<file path="config.mk">
export PLATFORM = sky130hd
export DESIGN_NAME = am_env_scheduler_flat
export DESIGN_NICKNAME = d
export VERILOG_FILES = /design/src/rtl/am_env_scheduler_if.sv /design/src/rtl/am_env_scheduler.sv /design/src/flat_wrapper.sv
export SDC_FILE = /design/constraint.sdc
export NUM_CORES = 1
export LEC_CHECK = 0
export ABC_AREA = 1
export BUFFER_PORTS_ARGS = -buffer_cell sky130_fd_sc_hd__buf_4
export CAP_MARGIN = 30
export CORE_UTILIZATION = 64
export DETAILED_ROUTE_END_ITERATION = 8
export GPL_ROUTABILITY_DRIVEN = 0
export PLACE_DENSITY = 0.87
export SLEW_MARGIN = 0
export SYNTH_ARGS = -nofsm -noshare
export SYNTH_HDL_FRONTEND = slang
export SYNTH_SLANG_ARGS = --single-unit
</file>
<file path="constraint.sdc">
create_clock -name clk -period 17.3 [get_ports clk]
set_clock_uncertainty 0.1 [all_clocks]
set_input_delay 5.19 -clock clk [delete_from_list [all_inputs] [get_ports clk]]
set_output_delay 5.19 -clock clk [all_outputs]
set_load 0.03 [all_outputs]
</file>
<file path="src/rtl/am_env_scheduler_if.sv">
// Control/config bus of the AM envelope scheduler. The master side drives
// start/stop commands, config writes and the NCO wrap pulse; the slave side
// (the scheduler) returns the applied step/depth and status.
interface am_env_scheduler_if;
    logic        i_start;
    logic        i_stop;
    logic        i_cfg_valid;
    logic        o_cfg_ready;
    logic [31:0] i_cfg_step;
    logic [15:0] i_cfg_depth_q15;
    logic        i_wrap;
    logic        o_nco_enable;
    logic [31:0] o_am_step;
    logic [15:0] o_depth_q15;
    logic [1:0]  o_state;
    logic        o_busy;

    modport master (
        output i_start, i_stop, i_cfg_valid, i_cfg_step, i_cfg_depth_q15, i_wrap,
        input  o_cfg_ready, o_nco_enable, o_am_step, o_depth_q15, o_state, o_busy
    );

    modport slave (
        input  i_start, i_stop, i_cfg_valid, i_cfg_step, i_cfg_depth_q15, i_wrap,
        output o_cfg_ready, o_nco_enable, o_am_step, o_depth_q15, o_state, o_busy
    );
endinterface

</file>
<file path="src/rtl/am_env_scheduler.sv">
// AM envelope scheduler: sequences fade-in / run / fade-out of the AM depth,
// ramping at most RAMP_INC per envelope period (one i_wrap), and applies
// step/depth config writes glitch-free at envelope wrap boundaries.
module am_env_scheduler #(
    parameter logic [31:0] DEFAULT_STEP = 32'd85899,
    parameter logic [15:0] RAMP_INC     = 16'd1024
) (
    input  logic            clk,
    input  logic            rst,
    am_env_scheduler_if.slave bus
);

    typedef enum logic [1:0] {
        IDLE     = 2'd0,
        FADE_IN  = 2'd1,
        RUN      = 2'd2,
        FADE_OUT = 2'd3
    } state_t;

    localparam logic [15:0] DEPTH_MAX = 16'h7FFF;

    state_t      state, state_n;
    logic [15:0] depth, depth_n;
    logic [15:0] target, target_n;
    logic [31:0] am_step, am_step_n;
    logic        pend_valid, pend_valid_n;
    logic [31:0] pend_step, pend_step_n;
    logic [15:0] pend_depth, pend_depth_n;
    logic        cfg_ready, cfg_ready_n;
    logic        nco_en, nco_en_n;
    logic        busy, busy_n;

    logic        accept;
    logic        wrap_en;
    logic        start_cmd;
    logic        stop_cmd;
    logic [15:0] cfg_depth_sat;
    logic [15:0] sel_target;
    logic [16:0] depth_x, tgt_x, ramp_x, diff_up, diff_dn, toward_x, fade_down_x;

    // Request decode; stop wins over a coincident start.
    assign accept        = bus.i_cfg_valid && cfg_ready;
    assign wrap_en       = bus.i_wrap && nco_en;
    assign stop_cmd      = bus.i_stop;
    assign start_cmd     = bus.i_start && !bus.i_stop;
    assign cfg_depth_sat = bus.i_cfg_depth_q15[15] ? DEPTH_MAX : bus.i_cfg_depth_q15;

    // A full shadow supplies the target for this wrap before the depth step.
    assign sel_target  = pend_valid ? pend_depth : target;

    // Ramp arithmetic in 17 bits so depth +/- RAMP_INC can never wrap.
    assign depth_x     = {1'b0, depth};
    assign tgt_x       = {1'b0, sel_target};
    assign ramp_x      = {1'b0, RAMP_INC};
    assign diff_up     = tgt_x - depth_x;
    assign diff_dn     = depth_x - tgt_x;
    assign toward_x    = (tgt_x > depth_x)
                         ? depth_x + ((diff_up > ramp_x) ? ramp_x : diff_up)
                         : depth_x - ((diff_dn > ramp_x) ? ramp_x : diff_dn);
    assign fade_down_x = depth_x - ((depth_x > ramp_x) ? ramp_x : depth_x);

    // Next-state, depth ramp and config/shadow handling.
    always_comb begin
        // NOTE: every signal gets a default first so no path leaves one unassigned, which would infer a latch.
        state_n      = state;
        depth_n      = depth;
        target_n     = target;
        am_step_n    = am_step;
        pend_valid_n = pend_valid;
        pend_step_n  = pend_step;
        pend_depth_n = pend_depth;

        if (state == IDLE) begin
            // A write that landed in the shadow on the way into IDLE is applied now.
            if (pend_valid) begin
                am_step_n    = pend_step;
                target_n     = pend_depth;
                pend_valid_n = 1'b0;
            end
            if (accept) begin
                am_step_n = bus.i_cfg_step;
                target_n  = cfg_depth_sat;
            end
            if (start_cmd) begin
                state_n = FADE_IN;
                depth_n = 16'd0;
            end
        end else begin
            // Envelope boundary: pick up the shadow, then step the depth.
            if (wrap_en) begin
                target_n = sel_target;
                if (pend_valid) begin
                    am_step_n    = pend_step;
                    pend_valid_n = 1'b0;
                end
                case (state)
                    FADE_IN: begin
                        depth_n = toward_x[15:0];
                        if (toward_x == tgt_x) state_n = RUN;
                    end
                    RUN: depth_n = toward_x[15:0];
                    FADE_OUT: begin
                        if (depth == 16'd0) state_n = IDLE;
                        else                depth_n = fade_down_x[15:0];
                    end
                    default: ;
                endcase
            end
            // A write accepted alongside a wrap waits for the next wrap.
            if (accept) begin
                pend_valid_n = 1'b1;
                pend_step_n  = bus.i_cfg_step;
                pend_depth_n = cfg_depth_sat;
            end
            // Commands take effect after this cycle's depth step.
            if (stop_cmd && state != FADE_OUT) begin
                state_n = FADE_OUT;
            end else if (start_cmd && state == FADE_OUT) begin
                state_n = FADE_IN;
            end
        end

        cfg_ready_n = (state_n == IDLE) || !pend_valid_n;
        nco_en_n    = (state_n != IDLE);
        busy_n      = (state_n != IDLE);
    end

    // State and registered outputs; reset overrides everything.
    always_ff @(posedge clk) begin
        // NOTE: sequential state uses non-blocking assignments so every register samples pre-edge values.
        if (rst) begin
            state      <= IDLE;
            depth      <= 16'd0;
            target     <= 16'd0;
            am_step    <= DEFAULT_STEP;
            pend_valid <= 1'b0;
            pend_step  <= 32'd0;
            pend_depth <= 16'd0;
            cfg_ready  <= 1'b1;
            nco_en     <= 1'b0;
            busy       <= 1'b0;
        end else begin
            state      <= state_n;
            depth      <= depth_n;
            target     <= target_n;
            am_step    <= am_step_n;
            pend_valid <= pend_valid_n;
            pend_step  <= pend_step_n;
            pend_depth <= pend_depth_n;
            cfg_ready  <= cfg_ready_n;
            nco_en     <= nco_en_n;
            busy       <= busy_n;
        end
    end

    assign bus.o_state      = state;
    assign bus.o_depth_q15  = depth;
    assign bus.o_am_step    = am_step;
    assign bus.o_cfg_ready  = cfg_ready;
    assign bus.o_nco_enable = nco_en;
    assign bus.o_busy       = busy;

endmodule

</file>
<file path="src/flat_wrapper.sv">
// flat-port wrapper written by rule: the top's interface ports become plain ports
module am_env_scheduler_flat 
#(
    parameter logic [31:0] DEFAULT_STEP = 32'd85899,
    parameter logic [15:0] RAMP_INC     = 16'd1024
)
  (clk, rst, bus_i_start, bus_i_stop, bus_i_cfg_valid, bus_i_cfg_step, bus_i_cfg_depth_q15, bus_i_wrap, bus_o_cfg_ready, bus_o_nco_enable, bus_o_am_step, bus_o_depth_q15, bus_o_state, bus_o_busy);
  am_env_scheduler_if bus_i ();
  input  logic clk;
  input  logic rst;
  input wire logic [$bits(bus_i.i_start)-1:0] bus_i_start;
  input wire logic [$bits(bus_i.i_stop)-1:0] bus_i_stop;
  input wire logic [$bits(bus_i.i_cfg_valid)-1:0] bus_i_cfg_valid;
  input wire logic [$bits(bus_i.i_cfg_step)-1:0] bus_i_cfg_step;
  input wire logic [$bits(bus_i.i_cfg_depth_q15)-1:0] bus_i_cfg_depth_q15;
  input wire logic [$bits(bus_i.i_wrap)-1:0] bus_i_wrap;
  output wire logic [$bits(bus_i.o_cfg_ready)-1:0] bus_o_cfg_ready;
  output wire logic [$bits(bus_i.o_nco_enable)-1:0] bus_o_nco_enable;
  output wire logic [$bits(bus_i.o_am_step)-1:0] bus_o_am_step;
  output wire logic [$bits(bus_i.o_depth_q15)-1:0] bus_o_depth_q15;
  output wire logic [$bits(bus_i.o_state)-1:0] bus_o_state;
  output wire logic [$bits(bus_i.o_busy)-1:0] bus_o_busy;
  assign bus_i.i_start = bus_i_start;
  assign bus_i.i_stop = bus_i_stop;
  assign bus_i.i_cfg_valid = bus_i_cfg_valid;
  assign bus_i.i_cfg_step = bus_i_cfg_step;
  assign bus_i.i_cfg_depth_q15 = bus_i_cfg_depth_q15;
  assign bus_i.i_wrap = bus_i_wrap;
  assign bus_o_cfg_ready = bus_i.o_cfg_ready;
  assign bus_o_nco_enable = bus_i.o_nco_enable;
  assign bus_o_am_step = bus_i.o_am_step;
  assign bus_o_depth_q15 = bus_i.o_depth_q15;
  assign bus_o_state = bus_i.o_state;
  assign bus_o_busy = bus_i.o_busy;
  am_env_scheduler #(.DEFAULT_STEP(DEFAULT_STEP), .RAMP_INC(RAMP_INC)) u_core (.clk(clk), .rst(rst), .bus(bus_i));
endmodule
</file>
==> impl_metrics.json <==
{
  "status": "finished, final reports clean",
  "drtPass1Iterations": 8,
  "postCtsSetupBuffers": 0,
  "hpwl_mm": 18.3,
  "setup_tns_ns": 0,
  "startpoint_type": "register",
  "routed_wl_mm": 25.5,
  "clk_pin_slew_ns": 0.06,
  "io_pins": 107,
  "max_cap_violations": 0,
  "final_util": 0.770,
  "cts.repair.resized": 0,
  "viasPerCell": 5.82,
  "rows": 42,
  "post_drt_wl_per_cell_um": 15.4,
  "num_vias": 9655,
  "drc": 0,
  "peakVddDrop_v": 0.0000925,
  "min_period_ns": 7.72,
  "synth_area_um2": 8890,
  "synthArstFlopShare": 0,
  "hold_class": "register to register",
  "cp.arrival_ns": 7.93,
  "p_int_mw": 0.734,
  "antenna_left": 0,
  "cts-hold-fix-buffers": 0,
  "nets": 1582,
  "ys_ff_latch": 116,
  "crit_path_top_delay_cell": "ha_1",
  "cp_num_buf_inv": 5,
  "grt_max_degree": 96,
  "clock_path_buffers": 2,
  "synthToLayoutAreaGrowth_pct": 16.1,
  "root_buffer": "clkbuf_16",
  "path_class": "register to register",
  "cts_tree": "done",
  "dpl_cell_area_um2": 9700,
  "p_seq_frac": 0.246,
  "switchingPower_mw": 0.552,
  "grt_first_pass_wirelength_mm": 42.7,
  "syn_avg_cell_area_um2": 6.37,
  "period_share": 0.446,
  "power_frac_comb": 0.480,
  "synth_nets": 1509,
  "synth_cell_types": 53,
  "clk_latency_ns": 0.41,
  "portBuffers": 106,
  "synth-edff-count": 0,
  "p_leak_nw": 5.06,
  "required_ns": 17.51,
  "critPathCaptureType": "register",
  "die_w_um": 120,
  "n_antenna_cell": 0,
  "synth_cells": 1397,
  "setup_viol": 0,
  "fillCellCount": 1030,
  "swShare": 0.429,
  "drtIter0Drc": 989,
  "initial_utilization": 0.664,
  "grt_pass1_vias": 9042,
  "critPathMaxStageDelay_ns": 0.51,
  "die-area_um2": 14400,
  "antenna_found_initial": 0,
  "rsz0062_at_grt": "no",
  "numCtsBuffers": 17,
  "r2r_slack_ns": 9.58,
  "pwr-share-clk": 0.273,
  "maxSlewHeadroom": 0.476,
  "ys.flop_type": "dfxtp_1",
  "fmax_mhz": 130,
  "crit_family": "simple AND/OR/NAND/NOR gates",
  "ys_warn_count": 0,
  "tightest_slew_ns": 0.786,
  "die_y_um": 120,
  "power_density_nw_per_um2": 125,
  "core_um2": 13400,
  "clock-sinks": 116,
  "ys_seq_area_frac": 0.261,
  "slew_violations": 0,
  "hold_viol": 0,
  "crit_fanout": 46,
  "layout-drive-gt1-share": 0.154,
  "h-tree-depth": 4,
  "overflow": 0,
  "design_area_um2": 10300,
  "whs_ns": 0.352,
  "grt_util_all_layers": 0.367,
  "finalPower_mw": 1.29,
  "path_common_cell": "nand2_1"
}
## metal layers
layer,GRT usage,wire (µm)
met1,0.457,10400
met2,0.604,12000
met3,0.0775,2110
met4,0.172,1080
met5,0,0
## worst register-to-register path: cells and delay by family (launching register included)
kind / cells / cell delay [ns]
buffers and inverters: 5 / 1.20
AND/OR/NAND/NOR: 32 / 3.57
adder cells (fa/ha/maj): 3 / 1.08
flip-flops: 1 / 0.32
AO/OA/AOI/OAI: 8 / 1.35
## layout make-up
cell class	count	area (µm²)	share of cell area
inverters	152	573	0.0555
multi-input cells	1069	5750	0.557
flip-flops and latches	116	2320	0.225
clock buffers	22	464	0.0450
repair buffers	114	868	0.0841
clock inverters	10	130	0.0126
well taps	176	220	0.0213
## cells in the mapped netlist, drive strengths merged, types with 11 or more instances
library cell,count,share of area
nor2,163,0.074
ha,55,0.077
nand3,86,0.053
o21ai,189,0.11
clkbuf,52,0.022
dfxtp,116,0.26
o211ai,11,0.0093
inv,150,0.064
a21oi,108,0.062
xor2,32,0.033
nor3,12,0.0091
nand2,324,0.14
or2,27,0.019
## flip-flops by register name (all words and copies together), names as in the netlist, 2 cells and up
signal and cells:
u_core.bus.o_am_step 32, u_core.target 16, u_core.bus.o_depth_q15 16, u_core.pend_step 32
u_core.pend_depth 15, u_core.bus.o_state 2
## logic make-up after synthesis
group | Yosys count | share of synthesized area
xor gates and xnor gates | 39 | 0.0416
buffers and inverters | 212 | 0.0930
adders and majority gates | 58 | 0.0841
AOI/OAI and AO/OA | 342 | 0.209
other | 1 | 0.000422
and+or+nand+nor | 629 | 0.310
DFF | 116 | 0.261
## final timing paths
kind,startpoint,to,cells past startpoint
worst max-delay path,u_core.pend_valid,u_core.bus.o_cfg_ready,48
worst min-delay path,u_core.target[15],u_core.target[15],2
worst min register to register,u_core.target[15],u_core.target[15],2
worst max register to register,u_core.pend_valid,u_core.bus.o_cfg_ready,48
## placed cells by master (no fill, tap or decap), types with 6 or more instances in the layout
cell	instances
inv_1	137
nand4_1	10
xnor2_1	6
buf_4	112
a21oi_1	105
nor2_1	152
or2_2	27
clkbuf_16	17
nand2_2	18
xor2_1	30
dfxtp_1	116
nor2_2	6
o21bai_1	6
o211ai_1	11
o21ai_0	184
nor3_1	9
inv_2	12
nand2_1	305
nand3_1	80
ha_1	55
## power groups by stage
stage	combinational, mW	sequential, mW	clock, mW
6_report	0.618	0.317	0.352
5_1_grt	0.687	0.320	0.366
4_1_cts	0.601	0.316	0.352
3_3_place_gp	0.584	0.320	0
3_5_place_dp	0.597	0.320	0
2_1_floorplan	0.435	0.342	0
## per-stage QoR
step | setup WS (ns) | instances
after floorplan | 10.70 | 1397
after global placement | 9.84 | 1625
after detailed placement | 9.78 | 1625
after CTS | 9.88 | 1657
after global routing | 9.07 | 1659
final | 9.58 | 1659
No activity file was read; power rests on OpenSTA's default activity.
